$ cat src/rtl/noc_pkg.sv
`default_nettype none
// ---------------------------------------------------------------------------
// noc_pkg : shared flit format, VC sizing and arbiter state encoding.
// Revision: 1.0
// ---------------------------------------------------------------------------
package noc_pkg;
    localparam int NUM_VC = 4;
    localparam int VC_W   = 2;
    localparam int FLIT_W = 34;

    localparam logic [1:0] HEAD_FLIT = 2'b00;
    localparam logic [1:0] BODY_FLIT = 2'b01;
    localparam logic [1:0] TAIL_FLIT = 2'b11;
    localparam logic [1:0] RSVD_FLIT = 2'b10;

    localparam int TYPE_HI = 33;
    localparam int TYPE_LO = 32;
    localparam int SIZE_HI = 29;
    localparam int SIZE_LO = 22;

    typedef enum logic [0:0] {
        IDLE   = 1'b0,
        LOCKED = 1'b1
    } arb_state_e;
endpackage
`default_nettype wire

$ cat src/rtl/rr_arbiter.sv
`default_nettype none
// ---------------------------------------------------------------------------
// rr_arbiter : combinational round-robin priority pick starting at i_ptr.
// Revision: 1.0
// ---------------------------------------------------------------------------
module rr_arbiter #(
    parameter int NUM_VC = 4,
    parameter int VC_W   = 2
) (
    input  logic [NUM_VC-1:0] i_req,
    input  logic [VC_W-1:0]   i_ptr,
    output logic [NUM_VC-1:0] o_grant,
    output logic [VC_W-1:0]   o_grant_id
);
    logic            w_found;
    logic [VC_W-1:0] w_idx;

    always_comb begin
        o_grant    = '0;
        o_grant_id = '0;
        w_found    = 1'b0;
        w_idx      = '0;
        for (int i = 0; i < NUM_VC; i++) begin
            w_idx = VC_W'((int'(i_ptr) + i) % NUM_VC);
            if (!w_found && i_req[w_idx]) begin
                o_grant[w_idx] = 1'b1;
                o_grant_id     = w_idx;
                w_found        = 1'b1;
            end
        end
    end
endmodule
`default_nettype wire

$ cat src/rtl/vc_rr_arbiter.sv
`default_nettype none
// ---------------------------------------------------------------------------
// vc_rr_arbiter : per-packet round-robin VC selection with wormhole lock and
//                 a single registered output stage.   Revision: 1.0
// ---------------------------------------------------------------------------
module vc_rr_arbiter #(
    parameter int NUM_VC = 4,
    parameter int VC_W   = 2,
    parameter int FLIT_W = 34
) (
    input  logic                     clk,
    input  logic                     arst,
    input  logic [NUM_VC*FLIT_W-1:0] fdata_i,
    input  logic [NUM_VC-1:0]        valid_i,
    output logic [NUM_VC-1:0]        ready_o,
    output logic [FLIT_W-1:0]        fdata_o,
    output logic [VC_W-1:0]          vc_id_o,
    output logic                     valid_o,
    input  logic                     ready_i,
    output logic                     locked_o
);
    import noc_pkg::*;

    arb_state_e        r_state;
    logic [VC_W-1:0]   r_rr_ptr;
    logic [VC_W-1:0]   r_lock_vc;
    logic [VC_W-1:0]   r_vc_id;
    logic [FLIT_W-1:0] r_fdata;
    logic              r_valid;
    logic              r_locked;

    logic [NUM_VC-1:0] w_grant_oh;
    logic [VC_W-1:0]   w_grant_id;
    logic [VC_W-1:0]   w_sel_vc;
    logic [VC_W-1:0]   w_ptr_next;
    logic [FLIT_W-1:0] w_vc_flit [NUM_VC];
    logic [FLIT_W-1:0] w_flit;
    logic [1:0]        w_type;
    logic [7:0]        w_size;
    logic              w_out_free;
    logic              w_xfer;
    logic              w_head_long;
    logic              w_tail_like;
    logic              w_ends;

    generate
        for (genvar v = 0; v < NUM_VC; v++) begin : g_slice
            assign w_vc_flit[v] = fdata_i[v*FLIT_W +: FLIT_W];
        end
    endgenerate

    rr_arbiter #(
        .NUM_VC (NUM_VC),
        .VC_W   (VC_W)
    ) u_rr (
        .i_req      (valid_i),
        .i_ptr      (r_rr_ptr),
        .o_grant    (w_grant_oh),
        .o_grant_id (w_grant_id)
    );

    assign w_out_free = !r_valid || ready_i;
    assign w_sel_vc   = (r_state == LOCKED) ? r_lock_vc : w_grant_id;

    // The locked VC is offered a pop regardless of its valid; a transfer still needs both.
    always_comb begin
        ready_o = '0;
        if (!arst && w_out_free) begin
            if (r_state == LOCKED) begin
                ready_o[r_lock_vc] = 1'b1;
            end else begin
                ready_o = w_grant_oh;
            end
        end
    end

    assign w_xfer      = |(valid_i & ready_o);
    assign w_flit      = w_vc_flit[w_sel_vc];
    assign w_type      = w_flit[TYPE_HI:TYPE_LO];
    assign w_size      = w_flit[SIZE_HI:SIZE_LO];
    assign w_head_long = (w_type == HEAD_FLIT) && (w_size != 8'd0);
    assign w_tail_like = (w_type == TAIL_FLIT) || (w_type == RSVD_FLIT);
    // A size-0 head only closes a packet when no lock is held.
    assign w_ends      = w_tail_like ||
                         ((r_state == IDLE) && (w_type == HEAD_FLIT) && (w_size == 8'd0));
    assign w_ptr_next  = VC_W'((int'(w_sel_vc) + 1) % NUM_VC);

    always_ff @(posedge clk) begin
        if (arst) begin
            r_state   <= IDLE;
            r_rr_ptr  <= '0;
            r_lock_vc <= '0;
            r_locked  <= 1'b0;
            r_valid   <= 1'b0;
            r_fdata   <= '0;
            r_vc_id   <= '0;
        end else begin
            if (w_xfer) begin
                case (r_state)
                    IDLE: begin
                        if (w_head_long) begin
                            r_state   <= LOCKED;
                            r_lock_vc <= w_grant_id;
                            r_locked  <= 1'b1;
                        end
                    end
                    LOCKED: begin
                        if (w_tail_like) begin
                            r_state  <= IDLE;
                            r_locked <= 1'b0;
                        end
                    end
                    default: begin
                        r_state  <= IDLE;
                        r_locked <= 1'b0;
                    end
                endcase
                if (w_ends) begin
                    r_rr_ptr <= w_ptr_next;
                end
            end
            if (w_out_free) begin
                r_valid <= w_xfer;
                if (w_xfer) begin
                    r_fdata <= w_flit;
                    r_vc_id <= w_sel_vc;
                end
            end
        end
    end

    assign fdata_o  = r_fdata;
    assign vc_id_o  = r_vc_id;
    assign valid_o  = r_valid;
    assign locked_o = r_locked;
endmodule
`default_nettype wire

$ cat config.mk
export PLATFORM = sky130hd
export DESIGN_NAME = vc_rr_arbiter
export DESIGN_NICKNAME = d
export VERILOG_FILES = /design/src/rtl/noc_pkg.sv /design/src/rtl/rr_arbiter.sv /design/src/rtl/vc_rr_arbiter.sv
export SDC_FILE = /design/constraint.sdc
export NUM_CORES = 1
export LEC_CHECK = 0
export CORE_MARGIN = 2
export CORE_UTILIZATION = 37
export CTS_BUF_LIST = sky130_fd_sc_hd__clkbuf_4 sky130_fd_sc_hd__clkbuf_8
export DETAILED_ROUTE_END_ITERATION = 8
export PLACE_DENSITY = 0.86
export SLEW_MARGIN = 20
export SYNTH_ARGS = -nofsm -noshare
export SYNTH_HDL_FRONTEND = slang
export SYNTH_SLANG_ARGS = --single-unit
export TNS_END_PERCENT = 1
$ cat constraint.sdc
create_clock -name clk -period 3.8 [get_ports clk]
set_input_delay 0.57 -clock clk [delete_from_list [all_inputs] [get_ports clk]]
set_output_delay 0.57 -clock clk [all_outputs]
set_load 0.03 [all_outputs]
==> reports/metrics.cfg <==
[outcome]
status = finished, final reports clean

[drt]
drt-vias-per-instance = 5.501
vias = 4571
avgRoutedWirePerCell_um = 16.02
route.antenna.remaining_nets = 0
highest_layer = met4
dr.pass1.iters = 5
drtIter0Drc = 279
drc = 0
wl_met3_mm = 1.138
dr_wl_met2_mm = 6.638
drt_wl_total_mm = 13.31
met1_length_mm = 5.171

[sta]
period_share = 0.9971
relSlewSlack = 0.3721
drv_slew = 0
setup_violations = 0
grt_setup_unrepaired = yes
finClkSkew_ns = 0.005882
period_minus_slack_ns = 3.789
finalSetupTns_ns = 0
hold_violations = 0
fmax_ghz = 0.2639
tightestPinTransition_ns = 0.9384

[logic_synthesis]
synth-seq-area-share = 0.2521
synthArstFlopShare = 0
syn_avg_cell_area_um2 = 6.630
synth.distinct_cells = 53
syn_area_mm2 = 0.003415
synth_compound_area_frac = 0.2122
yosys.area_share.simple = 0.3921
ys_warn_count = 0
synth-edff-count = 0
synth_fa_ha_area_frac = 0.02565
syn_inst = 515
synth_top_family_by_area = simple AND/OR/NAND/NOR gates
syn-num-nets = 665
synth_ff_type = dfxtp_1
ys_ff_latch = 43
synthMuxAreaShare = 0.04837
synthXorXnorAreaFrac = 0.002565

[global_routing]
grt_antenna_before_repair = 1
grt_max_degree = 34
grt_use_total = 0.2533
grt-ovfl-total = 0
grt_pass1_wl_mm = 20.39
grt_pass1_vias = 4320

[final_layout]
area_growth_pct = 70.87
drive_gt1_frac = 0.1403
nets = 869
n_antenna_cell = 0
stdcell_area_mm2 = 0.005834

[power]
p_leak_nw = 2.346
peakVddDrop_mv = 0.4696
power_density_mw_per_mm2 = 894.7

[critical_path]
crit_path_end_kind = register
ff2ff_setup_slack_ns = 0.14
r2r_start = r_rr_ptr[1]
critical_path.max_fanout = 9
cp-start-kind = primary input
worst_ep_arrival_time_ns = 4.01
startpoint = valid_i[0]
crit_type = primary input to register
required_ns = 4.02

[clocking]
clk_pin_slew_worst_paths_ns = 0.08
htree_levels = 2
cts_buffers = 5
root_buffer = clkbuf_8
cts_tree = yes
ctsResizeCount = 0
clock_latency_ns = 0.29
post_cts_buffers = 0
clockBufferDepth = 2
cts.sinks = 43
ctsHoldBuffers = 0

[hold_path]
hold_class = register to register
min_from = fdata_o[21]

[floorplanning]
dieArea_mm2 = 0.01001
start_util = 0.3749
num_io_pins = 185
die_x_um = 100.1
core_mm2 = 0.009109
die_h_um = 100.1
row_count = 35

[place]
io_buffers = 184
globalplace.congestion = 0.9483
hpwl_mm = 10.30
placedInstanceArea_mm2 = 0.005619

[run]
drv_cap = 0

==> report_power, final <==
part | switching (mW) | internal (mW) | leakage (nW)
combinational | 2.42 | 1.76 | 1.93
sequential | 0.0926 | 0.576 | 0.352
clock | 0.161 | 0.216 | 0.0618
total | 2.67 | 2.55 | 2.35
==> cell usage in the layout, fill, tap and decap left out, types with 8 or more instances in the layout <==
| master | netlist | routed |
|---|---|---|
| dfxtp_1 | 43 | 43 |
| a21boi_0 | 10 | 10 |
| nand2_1 | 154 | 153 |
| nor2_1 | 24 | 23 |
| a21oi_1 | 35 | 35 |
| buf_4 | 0 | 61 |
| clkdlybuf4s50_1 | 0 | 179 |
| nand3_1 | 77 | 77 |
| o31a_1 | 8 | 8 |
| and3_1 | 15 | 15 |
==> cell type report <==
type	count	area [um^2]
clock buffer	6	82.58
clock inverter	2	38.79
fill	759	3274
inverter	7	26.28
multi-input combinational	421	2432
sequential	43	860.8
tap	111	138.9
timing repair buffer	241	2255
==> routing by layer <==
layer | global-route usage | vias up
met2 | 0.4470 | 237
met4 | 0.09800 | 0
met5 | 0 | -
met1 | 0.3049 | 2076
met3 | 0.04735 | 26
li1 | - | 2232
==> registers in the layout, indices dropped and copies added (netlist names) <==
| signal | cells |
|---|---|
| fdata_o | 34 |
| locked_o | 1 |
| r_lock_vc | 2 |
| r_rr_ptr | 2 |
| r_state | 1 |
| valid_o | 1 |
| vc_id_o | 2 |
==> final timing paths <==
| check | endpoint | cells past startpoint |
|---|---|---|
| setup / recovery | r_rr_ptr[0] | 11 |
| hold / removal | fdata_o[21] | 2 |
| setup reg to reg | r_rr_ptr[0] | 11 |
| hold reg to reg | fdata_o[21] | 2 |
==> cell usage after synthesis, types with 7 or more instances <==
library cell  count  area share
a21boi_0         10       0.022
nand3_1          77        0.11
clkbuf_1         32       0.035
o31a_1            8       0.021
ha_1              7       0.026
nor4_1            9       0.016
inv_1             7      0.0077
nand2_1         154        0.17
dfxtp_1          43        0.25
nor2_1           24       0.026
a221oi_1         10       0.026
a21oi_1          35       0.051
and3_1           15       0.027
==> worst max-delay path, stage by stage <==
cell and delay, ns:
clkdlybuf4s50_1 0.47, buf_4 0.19, or2_2 0.30, o32a_1 0.17, a21o_1 0.24, a211o_2 0.48
a221oi_2 0.38, o22ai_1 0.17, or4_4 0.59, o221a_1 0.27, a211oi_2 0.18
==> per-stage QoR <==
step / worst slack [ns] / std cells / util / hold WS [ns] / power, mW
after detailed placement: -0.2831 / 823 / 0.6169 / 0.4421 / 4.639
after floorplan: 0.07659 / 515 / - / 0.5800 / 3.222
after global routing: -0.06436 / 831 / 0.6405 / 0.4809 / 5.628
final: 0.01092 / 831 / 0.6405 / 0.4555 / 5.220
after global placement: -0.1604 / 823 / 0.6169 / 0.4392 / 4.561
after CTS: 0.02452 / 831 / 0.6302 / 0.4543 / 5.039
==> cell families after synthesis <==
kind of cell	Yosys count
fa+ha+maj	7
buf+inv	51
simple gates	299
xor+xnor	1
mux	11
compound gates	103
flops	43
No activity file was read; power rests on OpenSTA's default activity.
==> variant 1 (config.mk and constraints unchanged) <==
`VC_W` is set to 2 in 3 places; all go to 4.
--- a/src/rtl/noc_pkg.sv
+++ b/src/rtl/noc_pkg.sv
@@ -5,7 +5,7 @@
 // ---------------------------------------------------------------------------
 package noc_pkg;
     localparam int NUM_VC = 4;
-    localparam int VC_W   = 2;
+    localparam int VC_W   = 4;
     localparam int FLIT_W = 34;
 
     localparam logic [1:0] HEAD_FLIT = 2'b00;
--- a/src/rtl/rr_arbiter.sv
+++ b/src/rtl/rr_arbiter.sv
@@ -5,7 +5,7 @@
 // ---------------------------------------------------------------------------
 module rr_arbiter #(
     parameter int NUM_VC = 4,
-    parameter int VC_W   = 2
+    parameter int VC_W   = 4
 ) (
     input  logic [NUM_VC-1:0] i_req,
     input  logic [VC_W-1:0]   i_ptr,
--- a/src/rtl/vc_rr_arbiter.sv
+++ b/src/rtl/vc_rr_arbiter.sv
@@ -5,7 +5,7 @@
 // ---------------------------------------------------------------------------
 module vc_rr_arbiter #(
     parameter int NUM_VC = 4,
-    parameter int VC_W   = 2,
+    parameter int VC_W   = 4,
     parameter int FLIT_W = 34
 ) (
     input  logic                     clk,
Ports: changed (resized vc_id_o); port bits go from 185 to 187. No check against the original RTL was run, so the function may have changed too.
==> variant 1 against the original RTL <==
- count of clock-buffer cells in the layout did not move
- sequential cell count is the same
- worst setup slack better by 0.22 ns
- wire length decreased by 2.4%
- synthesized area grew 0.73%
- total power fell by 17%
- cell area is 4.4% lower
- die area increased by 0.70%
- largest cell class unchanged
==> variant 1: results (changes against the original RTL) <==
Status
  – Status: finished clean

Drt
  – Detail Route met3 WL: 1080 um (-5.1%)
  – Per-cell routed wire length: 15.9 um (-0.60%)
  – Violation count after the first detailed-route iteration: 199 (-29%)
  – Pre-antenna DRT Iters: 5 (unchanged)
  – Vias: 4456 (-2.5%)
  – Met1 wire length: 5190 um (+0.43%)
  – WL met2: 6250 um (-5.9%)

Timing
  – Slew @ Worst Pin: 0.692 ns (-0.247 ns)
  – Period utilisation layout: 94.0% (-5.7 points)
  – Setup Skew: 0.0121 ns (+0.00618 ns)

Global route
  – Vias in the first global route: 4283 (-0.86%)
  – Largest net degree at the start of global routing: 37 (+8.8%)
  – Gr usage total: 25.7% (+0.32 points)
  – Initial antenna violation count: 0 (-1)
  – First-pass GRT wire length: 20600 um (+1.2%)

Logic synthesis
  – Cells after synthesis: 528 (+2.5%)
  – Post-synthesis sequential area ratio: 25.0% (-0.18 points)
  – Unique cell type count in the Yosys netlist: 52 (-1.9%)
  – List of most frequent post-synthesis cells: nand2_1, nand3_1, a21oi_1
  – Synth top area cells: dfxtp_1, nand2_1, nand3_1

Clock network
  – Skew-Pair Late Insertion Delay: 0.30 ns
  – TritonCTS Buffers: 5 (unchanged)
  – Setup Fix Bufs, Post-CTS: 0 (unchanged)

Power and ir drop
  – VDD IR max: 0.000346 V (-26%)
  – Static leakage: 2.22 nW (-5.4%)

Finish
  – Final nets: 855 (-1.6%)
  – # fillers: 817 (+7.6%)
  – Final cell count without fillers: 816 (-1.8%)
  – Max FFs per register: 34 (unchanged)
  – Fraction of layout cells with a size suffix above 1: 8.23% (-5.8 points)

Place
  – RePlAce Congestion: 0.943 (-0.61%)
  – Worst slack, placed: 0.0806 ns (+0.364 ns)
  – Post-DP HPWL: 10300 um (-0.20%)
  – Dpl cells: 809 (-1.7%)
  – Dpl cell area: 5490 sq um (-2.4%)

Worst setup path
  – Arr. time, crit path: 3.77 ns (-0.24 ns)
  – Worst Setup EP: r_lock_vc[0]
  – R2R Path Start: r_rr_ptr[0]
  – R2r setup slk: 0.23 ns (+0.09 ns)
  – Critical path startpoint: r_rr_ptr[0]
  – Max FO, Critical Path: 11 (+2)
  – Slowest CP cell: ha_1

Worst hold path
  – Worst hold path class: flip-flop to flip-flop
-- variant 1: power by group --
group | switching, mW | total (mW) | internal (mW)
logic | 1.92 | 3.23 | 1.31
clock network | 0.164 | 0.311 | 0.146
registers | 0.134 | 0.794 | 0.661
-- variant 1: how the worst min path moves through the flow --
stage,depth (start not counted),end,from,slack [ns]
floorplan,2,r_lock_vc[1],r_lock_vc[1],0.51
global route,2,fdata_o[5],fdata_o[5],0.47
finish,2,fdata_o[2],fdata_o[2],0.45
detailed placement,2,fdata_o[3],fdata_o[3],0.44
CTS,2,fdata_o[2],fdata_o[2],0.45
global placement,2,fdata_o[7],fdata_o[7],0.44
-- variant 1: cells by family (layout without fill, tap and decap cells) --
group                      count (synthesis)  after routing  share of synthesized area, %
xor gates and xnor gates                   1              1                         0.255
buffers and inverters                     54            230                          6.55
AOI/OAI and AO/OA                         85             85                          15.4
other                                      1              2                         0.109
adders and majority gates                  7              7                          2.55
DFF                                       43             43                          25.0
muxes                                     29             29                          9.64
and+or+nand+nor                          308            308                          40.5
-- variant 1: cell type report --
class	count	area (sq um)	area share, %
multi-input combinational	432	2370	42.5
clock inverter	1	8.76	0.157
clock buffer	6	82.6	1.48
sequential	43	861	15.4
inverter	8	30.0	0.538
tap	111	139	2.49
timing repair buffer	215	2080	37.4
-- variant 1: metal layers --
layer,up-vias,GRT usage (%)
met2,220,43.3
met4,0,10.9
met1,2026,31.1
li1,2173,-
met3,37,6.27
met5,-,0
-- variant 1: worst max-delay path: cells and delay by family (launching register included) --
kind / cells / cell delay, ns
fa+ha+maj: 1 / 0.58
simple gates: 3 / 0.65
flops: 1 / 0.36
mux: 3 / 0.85
compound gates: 2 / 0.72
buf+inv: 2 / 0.31
==> variant 2 (config.mk and constraints unchanged) <==
Made on the original files. Reset style: asynchronous (`arst`), changed in one clocked block.
--- a/src/rtl/vc_rr_arbiter.sv
+++ b/src/rtl/vc_rr_arbiter.sv
@@ -85,7 +85,7 @@
                          ((r_state == IDLE) && (w_type == HEAD_FLIT) && (w_size == 8'd0));
     assign w_ptr_next  = VC_W'((int'(w_sel_vc) + 1) % NUM_VC);
 
-    always_ff @(posedge clk) begin
+    always_ff @(posedge clk or posedge arst) begin
         if (arst) begin
             r_state   <= IDLE;
             r_rr_ptr  <= '0;
Function: differs if arst is asserted again (counterexample within 4 cycles, from zero or initial values and one cycle with arst high); with arst held inactive, the same outputs for 4 cycles.
==> variant 2 against the original RTL <==
- hold slack better by 0.060 ns
- cell area is 1.1% lower
- largest cell class unchanged
- wire length fell by 12%
- synthesized area is 3.8% higher
- sequential share of layout area is 3.9 points higher
- non-clock buffer count fell by 22
- highest routed layer unchanged
- total power is 3.8% higher
- worst setup slack improved by 0.16 ns
- utilization shrank 1.9 points
- global-route usage is 3.3 points lower
- sequential cell count did not move
- critical path type is now flip-flop to flip-flop
==> variant 2: results (changes against the original RTL) <==
Place
  – Dpl cell area: 5670 sq um (+0.98%)
  – RePlAce Congestion: 0.897 (-5.4%)
  – Post-DP HPWL: 9410 um (-8.7%)
  – IO Port Bufs: 184 (unchanged)

Finish
  – Final nets: 720 (-17%)
  – Antenna cells: 0 (unchanged)
  – Max FFs per register: 34 (unchanged)
  – Fraction of layout cells with a size suffix above 1: 17.3% (+3.3 points)

Drt
  – DR DRC count: 0 (unchanged)
  – Vias: 3783 (-17%)
  – Pre-antenna DRT Iters: 5 (unchanged)
  – Violation count after the first detailed-route iteration: 111 (-60%)
  – Final wirelength: 11700 um (-12%)

Timing
  – Setup Skew: 0.00451 ns (-0.00138 ns)
  – Slew @ Worst Pin: 0.845 ns (-0.0937 ns)

Worst setup path
  – Critical path startpoint: r_rr_ptr[0]
  – R2r setup slk: 0.17 ns (+0.03 ns)
  – Max FO, Critical Path: 8 (-1)
  – Reg2reg end: r_rr_ptr[0]
  – Worst Reg-to-Reg Cells: 12 (+1)

Logic synthesis
  – Post-Syn Nets: 526 (-21%)
  – Post-synthesis sequential area ratio: 30.3% (+5.1 points)
  – Ys Warns: 0 (unchanged)
  – Synth top area cells: dfrtp_1, mux2_2, mux2i_1
  – List of most frequent post-synthesis cells: dfrtp_1, a21oi_1, mux2i_1
  – Unique cell type count in the Yosys netlist: 46 (-13%)
  – Synth async-reset ratio: 100% (+100 points)

Clock network
  – Skew-Pair Late Insertion Delay: 0.29 ns (about the same)
  – CTS H-Tree Depth: 2 (unchanged)
  – TritonCTS Buffers: 5 (unchanged)
  – CTS Buffer Depth: 2 (unchanged)
  – Clock Pin Slew Worst Setup and Hold Paths: 0.08 ns (about the same)
  – Clk Tree Root Cell: clkbuf_8

Global route
  – Largest net degree at the start of global routing: 44 (+29%)
  – Vias in the first global route: 3891 (-9.9%)
  – Initial antenna violation count: 0 (-1)
  – GR Overflow Total: 0 (unchanged)
  – Gr usage total: 22.0% (-3.3 points)
  – First-pass GRT wire length: 18100 um (-11%)

Worst hold path
  – Hold Crit Start: fdata_o[31]
  – Hold Path Sink: fdata_o[31]
  – Worst hold path class: flip-flop to flip-flop
  – Hold Path Cell Cnt: 1 (-1)

Status
  – Status: finished clean

Power and ir drop
  – Static leakage: 2.29 nW (-2.3%)
  – VDD IR max: 0.000422 V (-10%)
-- variant 2: where the power goes --
group	switching [mW]	total, mW	internal [mW]	leakage [nW]
Combinational	2.28	4.26	1.98	1.75
Clock	0.160	0.296	0.136	0.0446
Sequential	0.151	0.870	0.719	0.498
Total	2.59	5.42	2.83	2.29
-- variant 2: layout make-up --
| class | count | area, sq um |
|---|---|---|
| tap | 129 | 161 |
| inverter | 10 | 37.5 |
| timing repair buffer | 219 | 2110 |
| multi-input combinational | 291 | 2300 |
| clock inverter | 2 | 12.5 |
| clock buffer | 6 | 76.3 |
| sequential | 43 | 1080 |
| fill | 808 | 3510 |
-- variant 2: logic make-up (layout without fill, tap and decap cells) --
family | after synthesis | in the layout | synth area share [%]
simple gates | 88 | 88 | 13.7
mux | 84 | 84 | 26.5
buf+inv | 42 | 237 | 5.43
flops | 43 | 43 | 30.3
xor+xnor | 1 | 1 | 0.247
fa+ha+maj | 7 | 7 | 2.47
compound gates | 111 | 111 | 21.3
-- variant 2: through the flow --
| stage | std cells | TNS, ns | setup slack [ns] | utilization, % | hold WS (ns) |
|---|---|---|---|---|---|
| floorplan | 376 | -5.63 | -0.178 | - | 0.539 |
| global placement | 692 | -0.0405 | -0.0405 | 61.1 | 0.489 |
| detailed placement | 692 | -0.221 | -0.150 | 61.1 | 0.499 |
| CTS | 700 | 0 | 0.0599 | 62.1 | 0.519 |
| global route | 700 | 0 | 0.00332 | 62.2 | 0.534 |
| finish | 700 | 0 | 0.173 | 62.2 | 0.516 |
-- variant 2: how the worst max path moves through the flow --
| stage | endpoint | cells past startpoint |
|---|---|---|
| 5_1_grt | r_rr_ptr[0] | 12 |
| 4_1_cts | r_rr_ptr[0] | 12 |
| 3_3_place_gp | r_rr_ptr[0] | 11 |
| 3_5_place_dp | r_rr_ptr[0] | 11 |
| 2_1_floorplan | fdata_o[0] | 12 |
| 6_report | r_rr_ptr[0] | 12 |
-- variant 2: critical path, stage by stage, from the launching register on --
cell and delay [ns]:
dfrtp_1 0.39, inv_1 0.20, ha_2 0.38, mux2_2 0.27, a21oi_1 0.10, o31ai_2 0.29
a21oi_4 0.11, buf_4 0.17, or3_1 0.35, a211o_1 0.31, a221o_1 0.33, o31a_1 0.31
mux2_1 0.32
-- variant 2: timing repair --
action / 4_1_cts / 5_1_grt
hold buffers: 0 / 0
buffers inserted: 0 / 0
gates resized for setup: 0 / 2
setup endpoints to repair: 0 / 4
-- variant 2: per-layer routing --
layer / up-vias / part of all wire, % / global-route usage, % / wire length, um
met3: 14 / 7.9 / 4.99 / 926
met2: 176 / 53 / 41.9 / 6190
met5: - / 0 / 0 / 0
met4: 0 / 1.4 / 5.95 / 165
li1: 1800 / - / - / -
met1: 1793 / 38 / 24.6 / 4390
